[config.mk]
export PLATFORM = sky130hd
export DESIGN_NAME = memory_access_unit
export DESIGN_NICKNAME = d
export VERILOG_FILES = /design/src/rtl/memory_access_unit.sv
export SDC_FILE = /design/constraint.sdc
export NUM_CORES = 1
export LEC_CHECK = 0
export BUFFER_PORTS_ARGS = -buffer_cell sky130_fd_sc_hd__buf_2
export CORE_MARGIN = 4
export CORE_UTILIZATION = 48
export DETAILED_ROUTE_END_ITERATION = 8
export PLACE_DENSITY = 0.9
export REMOVE_ABC_BUFFERS = 1
export SYNTH_ARGS = -nofsm -noshare
export SYNTH_HDL_FRONTEND = slang
export SYNTH_SLANG_ARGS = --single-unit
[constraint.sdc]
create_clock -name clk -period 2.3 [get_ports clk]
set_input_delay 0.115 -clock clk [delete_from_list [all_inputs] [get_ports clk]]
set_output_delay 0.115 -clock clk [all_outputs]
set_load 0.01 [all_outputs]
[src/rtl/memory_access_unit.sv]
// Load/store unit for the memory stage: checks size/alignment, drives one
// memory request per accepted access, stalls upstream stages and formats loads.
module memory_access_unit #(
  parameter int DATA_WIDTH = 32
) (
  input  logic                  clk,
  input  logic                  rst,
  input  logic                  MemReadM,
  input  logic                  MemWriteM,
  input  logic [2:0]            funct3M,
  input  logic [DATA_WIDTH-1:0] ALUResultM,
  input  logic [DATA_WIDTH-1:0] WriteDataM,
  output logic                  StallM,
  output logic [DATA_WIDTH-1:0] ReadDataM,
  output logic                  FaultM,
  output logic                  mem_req,
  output logic                  mem_we,
  output logic [DATA_WIDTH-1:0] mem_addr,
  output logic [DATA_WIDTH-1:0] mem_wdata,
  output logic [3:0]            mem_be,
  input  logic [DATA_WIDTH-1:0] mem_rdata,
  input  logic                  mem_ready
);

  typedef enum logic [1:0] {IDLE, BUSY, DONE} state_t;

  state_t      r_state;
  state_t      w_next;
  logic        w_access;
  logic        w_fault;
  logic        w_accept;

  logic [31:0] r_addr;
  logic [1:0]  r_off;
  logic        r_we;
  logic [3:0]  r_be;
  logic [31:0] r_wdata;
  logic [2:0]  r_funct3;
  logic [31:0] r_rdata;

  function automatic logic [3:0] store_be(input logic [1:0] size, input logic [1:0] off);
    case (size)
      2'b00:   return 4'b0001 << off;
      2'b01:   return 4'b0011 << {off[1], 1'b0};
      default: return 4'b1111;
    endcase
  endfunction

  function automatic logic [31:0] store_lanes(input logic [1:0] size, input logic [31:0] wd);
    case (size)
      2'b00:   return {4{wd[7:0]}};
      2'b01:   return {2{wd[15:0]}};
      default: return wd;
    endcase
  endfunction

  function automatic logic [31:0] load_format(input logic [2:0] f3, input logic [1:0] off,
                                              input logic [31:0] word);
    logic signed [7:0]  b;
    logic signed [15:0] h;
    logic [31:0]        shifted;
    shifted = word >> {off, 3'b000};
    b = shifted[7:0];
    h = off[1] ? word[31:16] : word[15:0];
    case (f3)
      3'b000:  return {{24{b[7]}}, b};
      3'b100:  return {24'd0, b};
      3'b001:  return {{16{h[15]}}, h};
      3'b101:  return {16'd0, h};
      default: return word;
    endcase
  endfunction

  // Decode: unsigned sizes are load-only, and H/W must be naturally aligned.
  always_comb begin
    w_fault = 1'b0;
    case (funct3M)
      3'b000:  w_fault = 1'b0;
      3'b001:  w_fault = ALUResultM[0];
      3'b010:  w_fault = (ALUResultM[1:0] != 2'b00);
      3'b100:  w_fault = MemWriteM;
      3'b101:  w_fault = MemWriteM | ALUResultM[0];
      default: w_fault = 1'b1;
    endcase
  end

  assign w_access = MemReadM | MemWriteM;
  assign w_accept = !rst && (r_state == IDLE) && w_access && !w_fault;
  assign FaultM   = !rst && (r_state == IDLE) && w_access && w_fault;
  assign StallM   = !rst && (w_accept || (r_state == BUSY));

  always_comb begin
    w_next = r_state;
    case (r_state)
      IDLE:    if (w_accept) w_next = BUSY;
      BUSY:    if (mem_ready) w_next = DONE;
      DONE:    w_next = IDLE;
      default: w_next = IDLE;
    endcase
  end

  always_ff @(posedge clk) begin
    if (rst) r_state <= IDLE;
    else     r_state <= w_next;
  end

  // Request fields are captured once at accept so the bus stays stable while
  // the pipeline inputs wander during wait states.
  always_ff @(posedge clk) begin
    if (rst) begin
      r_addr   <= '0;
      r_off    <= '0;
      r_we     <= 1'b0;
      r_be     <= '0;
      r_wdata  <= '0;
      r_funct3 <= '0;
      r_rdata  <= '0;
    end else begin
      if (w_accept) begin
        r_addr   <= {ALUResultM[31:2], 2'b00};
        r_off    <= ALUResultM[1:0];
        r_we     <= MemWriteM;
        r_be     <= store_be(funct3M[1:0], ALUResultM[1:0]);
        r_wdata  <= store_lanes(funct3M[1:0], WriteDataM);
        r_funct3 <= funct3M;
      end
      if ((r_state == BUSY) && mem_ready && !r_we)
        r_rdata <= load_format(r_funct3, r_off, mem_rdata);
    end
  end

  assign mem_req   = (r_state == BUSY);
  assign mem_we    = mem_req & r_we;
  assign mem_be    = mem_req ? r_be : 4'b0000;
  assign mem_addr  = r_addr;
  assign mem_wdata = r_wdata;
  assign ReadDataM = r_rdata;

endmodule

# Word-level counts from Yosys, hierarchy flattened
# Cells that the tools add are included.
[word_totals] reg_bits=106 latch_bits=0 ramBits=0 mem_bits_ro=0 inputBits=104 elab_cells=51 n_memories=0
[op_classes] add_sub_neg=0 n_mul=0 div_mod_pow=0 n_lt_le_gt_ge=0 eq_ne=11 shift=3 mux=9 bitwise_logic=3 n_reduce_logical=17
[ops] cell="$pmux W32 S4" n=1
[ops] cell="$pmux W32 S2" n=1
[ops] cell="$shr A32 B5 Y8" n=1
[ops] cell="$mux W16" n=1
[ops] cell="$eq A3 B3 Y1 const B" n=4
[ops] cell="$pmux W4 S2" n=1
[ops] cell="$logic_and A1 B1 Y1" n=7
[ops] cell="$eq A3 B1 Y1 const B" n=2
[ops] cell="$logic_not A3 Y1" n=2
[ops] cell="$pmux W1 S5" n=1
[ops] cell="$eq A2 B1 Y1 const B" n=2
[ops] cell="$logic_not A2 Y1" n=2
[ops] cell="$mux W2" n=2
[ops] cell="$mux W4" n=1
[ops] cell="$pmux W2 S2" n=1
[ops] cell="$shl A1 B2 Y4 const A" n=1
[ops] cell="$shl A2 B2 Y4 const A" n=1
[ops] cell="$eq A3 B2 Y1 const B" n=1
[ops] cell="$logic_not A1 Y1" n=3
[ops] cell="$ne A2 B1 Y1 const B" n=1
[ops] cell="$ne A2 B2 Y1 const B" n=1
[ops] cell="$or A1 B1 Y1" n=2
[ops] cell="$reduce_and A2 Y1" n=1
[ops] cell="$reduce_bool A2 Y1" n=1
[ops] cell="other kinds (2)" n=2

# Depth between registers and ports, before layout
# Gate-level depths: netlist of the first run.
[depth] word_depth=6 ltp_mapped=7

# Least setup slack after synthesis of the first run
# OpenSTA, ideal clock, no wires.
[synth_timing] path_kind="reg2reg" startpoint="reg r_off[0]" endpoint="reg r_rdata[15] (netlist: ReadDataM[15])" setup_ns=0.152 arrival_ns=1.742 t_required_ns=2.148 path_slack_ns=0.406 path_stages_with_launch=5 n_path_buf=1 synth_period_minus_slack_ns=1.894 path_cell_list="dfxtp_1 > clkbuf_1 > mux4_2 > a211oi_1 > a211oi_1"
[synth_between] elab_chain_len=2
[synth_rtl] item="from (decl)" line_no="34" rtl="logic [1:0] r_off;"
[synth_rtl] item="from (signal assigned)" line_no="121" rtl="r_off <= ALUResultM[1:0];"
[synth_rtl] item="$shr A32 B5 Y8" line_no="62" rtl="shifted = word >> {off, 3'b000};"
[synth_rtl] item="$pmux W32 S4" line_no="65" rtl="case (f3)"
[synth_rtl] item="to (signal assigned)" line_no="128" rtl="r_rdata <= load_format(r_funct3, r_off, mem_rdata);"
[synth_rtl] item="to (decl)" line_no="39" rtl="logic [31:0] r_rdata;"
# Every way passes these cells.
# A chain may end at the register's enable or synchronous reset.

# Final worst setup path of the first run
[layout_timing] startpoint="in funct3M[2]" endpoint="out StallM"
[layout_between] elab_chain_len=6 word_cells_on_any_way=10 classes_between="4 x eq/ne; 1 x mux; 5 x reduce/logical"
[layout_rtl] item="from (decl)" line_no="10" rtl="input logic [2:0] funct3M,"
[layout_rtl] item="$eq A3 B3 Y1, or another cell as far along" line_no="77" rtl="case (funct3M)"
[layout_rtl] item="$pmux W1 S5 (*)" line_no="77"
[layout_rtl] item="$logic_not A1 Y1 (*)" line_no="88" rtl="assign w_accept = !rst && (r_state == IDLE) && w_access && !w_fault;"
[layout_rtl] item="$logic_and A1 B1 Y1 (*)" line_no="88"
[layout_rtl] item="$logic_or A1 B1 Y1 (*)" line_no="90" rtl="assign StallM = !rst && (w_accept || (r_state == BUSY));"
[layout_rtl] item="$logic_and A1 B1 Y1 (*)" line_no="90"
[layout_rtl] item="to (decl)" line_no="13" rtl="output logic StallM,"
# Every way passes the cells marked *; elsewhere a longest branch is shown, timed or not.

==> results of run 1 <==
==> per-layer routing <==
layer	routed length, um	vias to the layer above	share of wire	GRT usage
li1	-	2415	-	-
met1	5700	2281	0.39	0.297
met2	7070	265	0.49	0.425
met3	1510	27	0.10	0.0636
met4	263	0	0.018	0.0848
met5	0	-	0	0
==> worst reg2reg max path, delay by kind of cell (launching register included) <==
kind,cells,cell delay [ps]
simple gates,2,550
buf+inv,1,270
flops,1,350
compound gates,2,610
==> worst min path at each step <==
stage                        start             to  slack, ps  cells past startpoint
floorplan                      rst   mem_wdata[0]        180                      1
global placement    ALUResultM[30]   mem_addr[30]        300                      3
detailed placement   ALUResultM[5]    mem_addr[5]        300                      3
CTS                  mem_rdata[19]  ReadDataM[19]          1                      3
global route         mem_rdata[16]  ReadDataM[16]          9                      3
finish               mem_rdata[19]  ReadDataM[19]         20                      3
==> flip-flops by register name, indices dropped and copies added, names as in the netlist <==
register	flops
ReadDataM	32
r_be	4
mem_addr	30
r_funct3	3
r_off	2
mem_wdata	32
r_state	2
r_we	1
==> metrics by stage <==
stage               worst slack (ps)  utilization  power [W]  cells
global placement                 395        0.611    0.00271    879
CTS                              118        0.664    0.00384    928
finish                           131        0.666    0.00383    930
detailed placement               340        0.611    0.00272    879
floorplan                      -1740            -    0.00238    524
global route                    72.5        0.666    0.00401    930
==> Yosys cell counts <==
master	number	area, um2
sky130_fd_sc_hd__a211o_1	1	8.76
sky130_fd_sc_hd__a211oi_1	41	308
sky130_fd_sc_hd__a211oi_2	1	12.5
sky130_fd_sc_hd__a21o_1	3	22.5
sky130_fd_sc_hd__a21oi_1	28	140
sky130_fd_sc_hd__a221o_1	1	10.0
sky130_fd_sc_hd__a22oi_1	4	30.0
sky130_fd_sc_hd__a311oi_1	11	96.3
sky130_fd_sc_hd__and2_1	5	31.3
sky130_fd_sc_hd__buf_1	4	15.0
sky130_fd_sc_hd__buf_2	6	30.0
sky130_fd_sc_hd__buf_4	2	15.0
sky130_fd_sc_hd__clkbuf_1	38	143
sky130_fd_sc_hd__clkinv_1	1	3.75
sky130_fd_sc_hd__conb_1	1	3.75
sky130_fd_sc_hd__dfxtp_1	106	2120
sky130_fd_sc_hd__inv_1	2	7.51
sky130_fd_sc_hd__mux2_2	12	135
sky130_fd_sc_hd__mux2i_1	21	210
sky130_fd_sc_hd__mux4_2	1	22.5
sky130_fd_sc_hd__nand2_1	140	526
sky130_fd_sc_hd__nand2b_1	2	12.5
sky130_fd_sc_hd__nand3_1	2	10.0
sky130_fd_sc_hd__nand3b_1	44	330
sky130_fd_sc_hd__nor2_1	48	180
sky130_fd_sc_hd__nor2b_1	2	12.5
sky130_fd_sc_hd__nor3_1	2	10.0
sky130_fd_sc_hd__nor3b_1	1	7.51
sky130_fd_sc_hd__nor4bb_1	5	50.1
sky130_fd_sc_hd__o211ai_1	8	60.1
sky130_fd_sc_hd__o21a_1	4	30.0
sky130_fd_sc_hd__o21ai_0	20	100
sky130_fd_sc_hd__o21bai_1	2	15.0
sky130_fd_sc_hd__o31ai_1	1	7.51
sky130_fd_sc_hd__or3_1	1	6.26
sky130_fd_sc_hd__or3b_2	1	8.76
sky130_fd_sc_hd__or4_4	1	11.3
==> cells by family after synthesis <==
group,Yosys count,share of synthesized area
buffers and inverters,53,0.0451
other,1,0.000790
DFF,106,0.447
muxes,34,0.0775
AOI/OAI and AO/OA,125,0.177
and+or+nand+nor,254,0.252
==> final cells by class <==
cell class	instances	area (um2)
inverters	3	11.3
clock buffers	10	138
well taps	133	166
fillers	755	3240
repair buffers	257	1520
multi-input cells	415	2440
clock inverters	6	50.0
flip-flops and latches	106	2120
==> layout by cell type, fill, tap and decap left out, types with 4 or more instances in the layout <==
master and count:
sky130_fd_sc_hd__a22oi_1 4, sky130_fd_sc_hd__a211oi_1 41, sky130_fd_sc_hd__mux2i_1 21, sky130_fd_sc_hd__o21a_1 4, sky130_fd_sc_hd__o211ai_1 8, sky130_fd_sc_hd__and2_1 5
sky130_fd_sc_hd__mux2_2 12, sky130_fd_sc_hd__nor2_1 48, sky130_fd_sc_hd__dlygate4sd3_1 33, sky130_fd_sc_hd__a311oi_1 11, sky130_fd_sc_hd__buf_2 205, sky130_fd_sc_hd__o21ai_0 20
sky130_fd_sc_hd__clkbuf_8 10, sky130_fd_sc_hd__nor4bb_1 4, sky130_fd_sc_hd__dfxtp_1 106, sky130_fd_sc_hd__nand2_1 140, sky130_fd_sc_hd__a21oi_1 28, sky130_fd_sc_hd__nand3b_1 44
sky130_fd_sc_hd__buf_4 17
==> timing repair <==
action	in CTS	in global routing
hold endpoints to repair	33	0
setup endpoints to repair	0	1
resized for setup	0	0
setup buffers	0	2
hold buffers	33	0
==> power breakdown <==
group | internal, W | leakage (nW) | switching [W]
registers | 0.00194 | 0.864 | 0.0000640
clock network | 0.000434 | 0.0891 | 0.000657
logic | 0.000339 | 1.98 | 0.000395
total | 0.00272 | 2.93 | 0.00112
==> flow_summary.json, run 1 <==
{
  "run_status": "complete, no violations",
  "grt_setup_unrepaired": "no",
  "finClkSkew_ps": 10.3,
  "clock-sinks": 106,
  "power.ir.vdd_worst_mv": 0.370,
  "vias_cell": 5.36,
  "arrival_ps": 2050,
  "fp.dieH_um": 107,
  "end_kind": "primary output",
  "setup.reg_to_reg.worst_slack_ps": 410,
  "post_synthesis_sequential_element_count": 106,
  "syn-instance-count": 573,
  "detail_route.wirelength_mm": 14.5,
  "fin_setup_tns_ps": 0,
  "setup_viol": 0,
  "cpMaxStageDelayCell": "sky130_fd_sc_hd__or4_4",
  "power_density_mw_per_mm2": 594,
  "grt_first_pass_wirelength_mm": 23.2,
  "place.port_buffers": 205,
  "drt_iter0_markers": 332,
  "max_cap_viol_count": 0,
  "placed_cell_area_mm2": 0.00591,
  "ys_types": 37,
  "drive_above_1_share": 0.324,
  "die_area_mm2": 0.0115,
  "maximum_single_stage_delay_on_the_critical_path_ps": 540,
  "cp_common_cell": "sky130_fd_sc_hd__buf_2",
  "route.detailed.drc": 0,
  "critical_path_class": "input pin to primary output",
  "fin_nets": 896,
  "wl_per_cell_um": 15.6,
  "cts-root-to-sink-buffers": 2,
  "finalWeightedCongestion": 0.848,
  "hpwl_mm": 9.85,
  "layout-area-overhead-vs-synth_pct": 35.9,
  "final_hold_slack_ps": 20.9,
  "crit_family": "buffers and inverters",
  "slew_headroom": 0.313,
  "power.leakage_nw": 2.93,
  "critical_path_buf_inv_count": 3,
  "synth_seq_area_share": 0.447,
  "worstMarginPinSlew_ps": 1030,
  "worst-endpoint-required_ps": 2180,
  "start_util": 0.490,
  "achievable-frequency_mhz": 461,
  "min-delay-path-class": "input pin to flop",
  "setup.worst_path.start_class": "input pin",
  "cp_cell_sequence": "dlygate4sd3_1 -> buf_2 -> or4_4 -> a211o_2 -> o21ai_0 -> buf_2",
  "cts.root.buffer_cell": "sky130_fd_sc_hd__clkbuf_8",
  "cts.clk_slew.worst_paths_ps": 100,
  "floorplan.io_pins": 208,
  "critical_path_depth": 6,
  "worst-path-max-fanout": 12,
  "post-route-period-util": 0.943,
  "dr.pass1.iters": 5,
  "synth.yosys.warnings": 0,
  "grt-ovfl-total": 0,
  "worst_setup_path_startpoint": "funct3M[2]",
  "core_area_mm2": 0.00968,
  "rr_worst_depth": 5,
  "grt_pass1_vias": 4785,
  "clk_latency_ps": 350,
  "initial_antenna_violation_count": 0,
  "avg_synthesized_cell_area_um2": 8.28,
  "die-width_um": 107,
  "grt_util_all_layers": 0.246,
  "drt.antenna.violating_nets": 0,
  "stdcell_area_mm2": 0.00645,
  "standard_cell_row_count": 36,
  "final.min_clock_period_ps": 2170,
  "timing_hold_violations_final": 0,
  "critical_path.reg2reg.startpoint": "r_state[1]",
  "max_slew_violations": 0,
  "cts_tree": "built",
  "crit-reg2reg-capture": "mem_wdata[20]",
  "dr_total_vias": 4988,
  "h_tree_levels": 3,
  "syn-cell-area_mm2": 0.00474,
  "pin_count_of_the_biggest_net_entering_global_routing": 108,
  "number_of_buffers_inserted_during_clock_tree_synthesis": 9,
  "num_antenna_cells": 0,
  "critical_path.endpoint": "StallM"
}
Note: power is estimated with default switching activity, not from simulation.
==> run 2, diff against run 1 <==
- PLACE_DENSITY: 0.9 -> 0.82
==> run 2 against run 1 <==
Global-route usage about the same. Fmax decreased by 0.49%. Clock power increased by 9%. Total power increased by 2.4%. Worst hold slack improved by 1.2 ps. Largest power group unchanged.
==> flow_summary.json, run 2 (synthesized netlist as in run 1, its figures left out) <==
{
  "swShare": 0.276,
  "internal_cell_power_w": 0.00284,
  "power.switching_w": 0.00108,
  "finalWeightedCongestion": 0.853,
  "cts.root.buffer_cell": "sky130_fd_sc_hd__clkbuf_8",
  "place.port_buffers": 205,
  "num-fill-cells": 765,
  "drive_above_1_share": 0.318,
  "maximum_single_stage_delay_on_the_critical_path_ps": 560,
  "fp.dieH_um": 107,
  "multi_input_area_mm2": 0.00244,
  "dr.pass1.iters": 5,
  "cp_cell_sequence": "dlygate4sd3_1 -> buf_2 -> a221o_1 -> a211o_2 -> o21ai_0 -> buf_2",
  "drt.antenna.violating_nets": 0,
  "sequential_cell_area_mm2": 0.00212,
  "initial_antenna_violation_count": 1,
  "cts_tree": "built",
  "max_cap_viol_count": 0,
  "fin_nets": 891,
  "dr_total_vias": 4979,
  "final.min_clock_period_ps": 2180,
  "final_hold_slack_ps": 22.1,
  "clk_latency_ps": 350,
  "finClkSkew_ps": 14.2,
  "report.power.total_w": 0.00392,
  "slew_headroom": 0.319,
  "die-width_um": 107,
  "h_tree_levels": 3,
  "timing_hold_violations_final": 0,
  "grt_util_all_layers": 0.246,
  "grt_pass1_vias": 4794,
  "grt_first_pass_wirelength_mm": 23.3,
  "arrival_ps": 2060,
  "min-delay-path-class": "input pin to flop",
  "wl_per_cell_um": 15.7,
  "detail_route.wirelength_mm": 14.6,
  "layout-area-overhead-vs-synth_pct": 35.4,
  "power.ir.vdd_worst_mv": 0.335,
  "core_area_mm2": 0.00968,
  "post-route-period-util": 0.948,
  "critical_path_buf_inv_count": 3,
  "power_density_mw_per_mm2": 610,
  "grt-ovfl-total": 0,
  "grt_setup_unrepaired": "no",
  "start_util": 0.490,
  "hpwl_mm": 9.94,
  "postCtsHoldBufs": 33,
  "vias_cell": 5.38,
  "pwr-share-clk": 0.304,
  "stdcell_area_mm2": 0.00643,
  "max_slew_violations": 0,
  "worst-endpoint-required_ps": 2180,
  "cts-root-to-sink-buffers": 2,
  "power.leakage_nw": 2.92,
  "run_status": "complete, no violations",
  "crit_family": "compound AO/OA/AOI/OAI gates",
  "standard_cell_row_count": 36,
  "layout.cells.most_common": "sky130_fd_sc_hd__buf_2",
  "cts.clk_slew.worst_paths_ps": 100,
  "setup.worst_path.start_class": "input pin",
  "clock-sinks": 106,
  "worstMarginPinSlew_ps": 1020,
  "pin_count_of_the_biggest_net_entering_global_routing": 108,
  "postLayoutCoreUtil": 0.664,
  "postCtsSetupRepairBufs": 0,
  "placed_cell_area_mm2": 0.00589,
  "die_area_mm2": 0.0115,
  "drt_iter0_markers": 317,
  "floorplan.io_pins": 208,
  "end_kind": "primary output",
  "seqPwrFrac": 0.513,
  "post_cts_resize_count": 0,
  "num_antenna_cells": 0,
  "achievable-frequency_mhz": 459,
  "critical_path_class": "input pin to primary output",
  "number_of_buffers_inserted_during_clock_tree_synthesis": 9,
  "setup_viol": 0,
  "comb_power_share": 0.184,
  "cpMaxStageDelayCell": "sky130_fd_sc_hd__a211o_2",
  "cp_common_cell": "sky130_fd_sc_hd__buf_2",
  "mostFrequentLayoutCells": "sky130_fd_sc_hd__buf_2, sky130_fd_sc_hd__nand2_1, sky130_fd_sc_hd__dfxtp_1, sky130_fd_sc_hd__nor2_1, sky130_fd_sc_hd__nand3b_1",
  "worst-path-max-fanout": 32,
  "route.detailed.drc": 0
}
## run 2: cell types whose count changed in the layout (fill, tap and decap cells not counted)
cell / change
sky130_fd_sc_hd__clkbuf_1: +1
sky130_fd_sc_hd__clkinv_2: +2
sky130_fd_sc_hd__clkinvlp_4: -2
sky130_fd_sc_hd__bufinv_16: +1
sky130_fd_sc_hd__clkinv_4: -3
sky130_fd_sc_hd__buf_4: -5
sky130_fd_sc_hd__clkbuf_8: +1
## run 2: path summary, 6_finish.rpt
| kind | startpoint | end | slack (ps) | depth (start not counted) |
|---|---|---|---|---|
| setup / recovery | MemWriteM | StallM | 120 | 6 |
| hold / removal | mem_rdata[30] | ReadDataM[30] | 20 | 3 |
| setup reg to reg | r_state[1] | mem_wdata[29] | 380 | 5 |
| hold reg to reg | mem_wdata[3] | mem_wdata[3] | 460 | 2 |
## run 2: through the flow
stage	setup TNS [ps]	instances	setup WS [ps]
6_report	0	925	121
4_1_cts	0	925	68.8
3_3_place_gp	0	876	369
2_1_floorplan	-150900	524	-1740
3_5_place_dp	0	876	306
5_1_grt	0	925	10.4
## run 2: routing by layer
layer	GRT usage	up-vias	share of wire
li1	-	2411	-
met1	0.308	2285	0.40
met2	0.411	244	0.48
met3	0.0612	37	0.097
met4	0.0920	2	0.024
met5	0	-	0.00048
## run 2: layout make-up
class,count,share of cell area
clock buffers,12,0.0241
multi-input cells,415,0.379
clock inverters,4,0.00759
inverters,3,0.00175
well taps,133,0.0259
flip-flops and latches,106,0.330
repair buffers,252,0.231
## run 2: tightest hold or removal path: cells and delay by family
| kind | cells | cell delay (ps) |
|---|---|---|
| AND/OR/NAND/NOR | 1 | 60 |
| buffers and inverters | 1 | 110 |
| AO/OA/AOI/OAI | 1 | 60 |
## run 2: power by group through the flow
stage,clock [W],combinational (W),sequential [W]
global placement,0,0.000653,0.00204
CTS,0.00121,0.000717,0.00201
global route,0.00127,0.000794,0.00202
finish,0.00119,0.000721,0.00201
detailed placement,0,0.000672,0.00205
floorplan,0,0.000284,0.00209
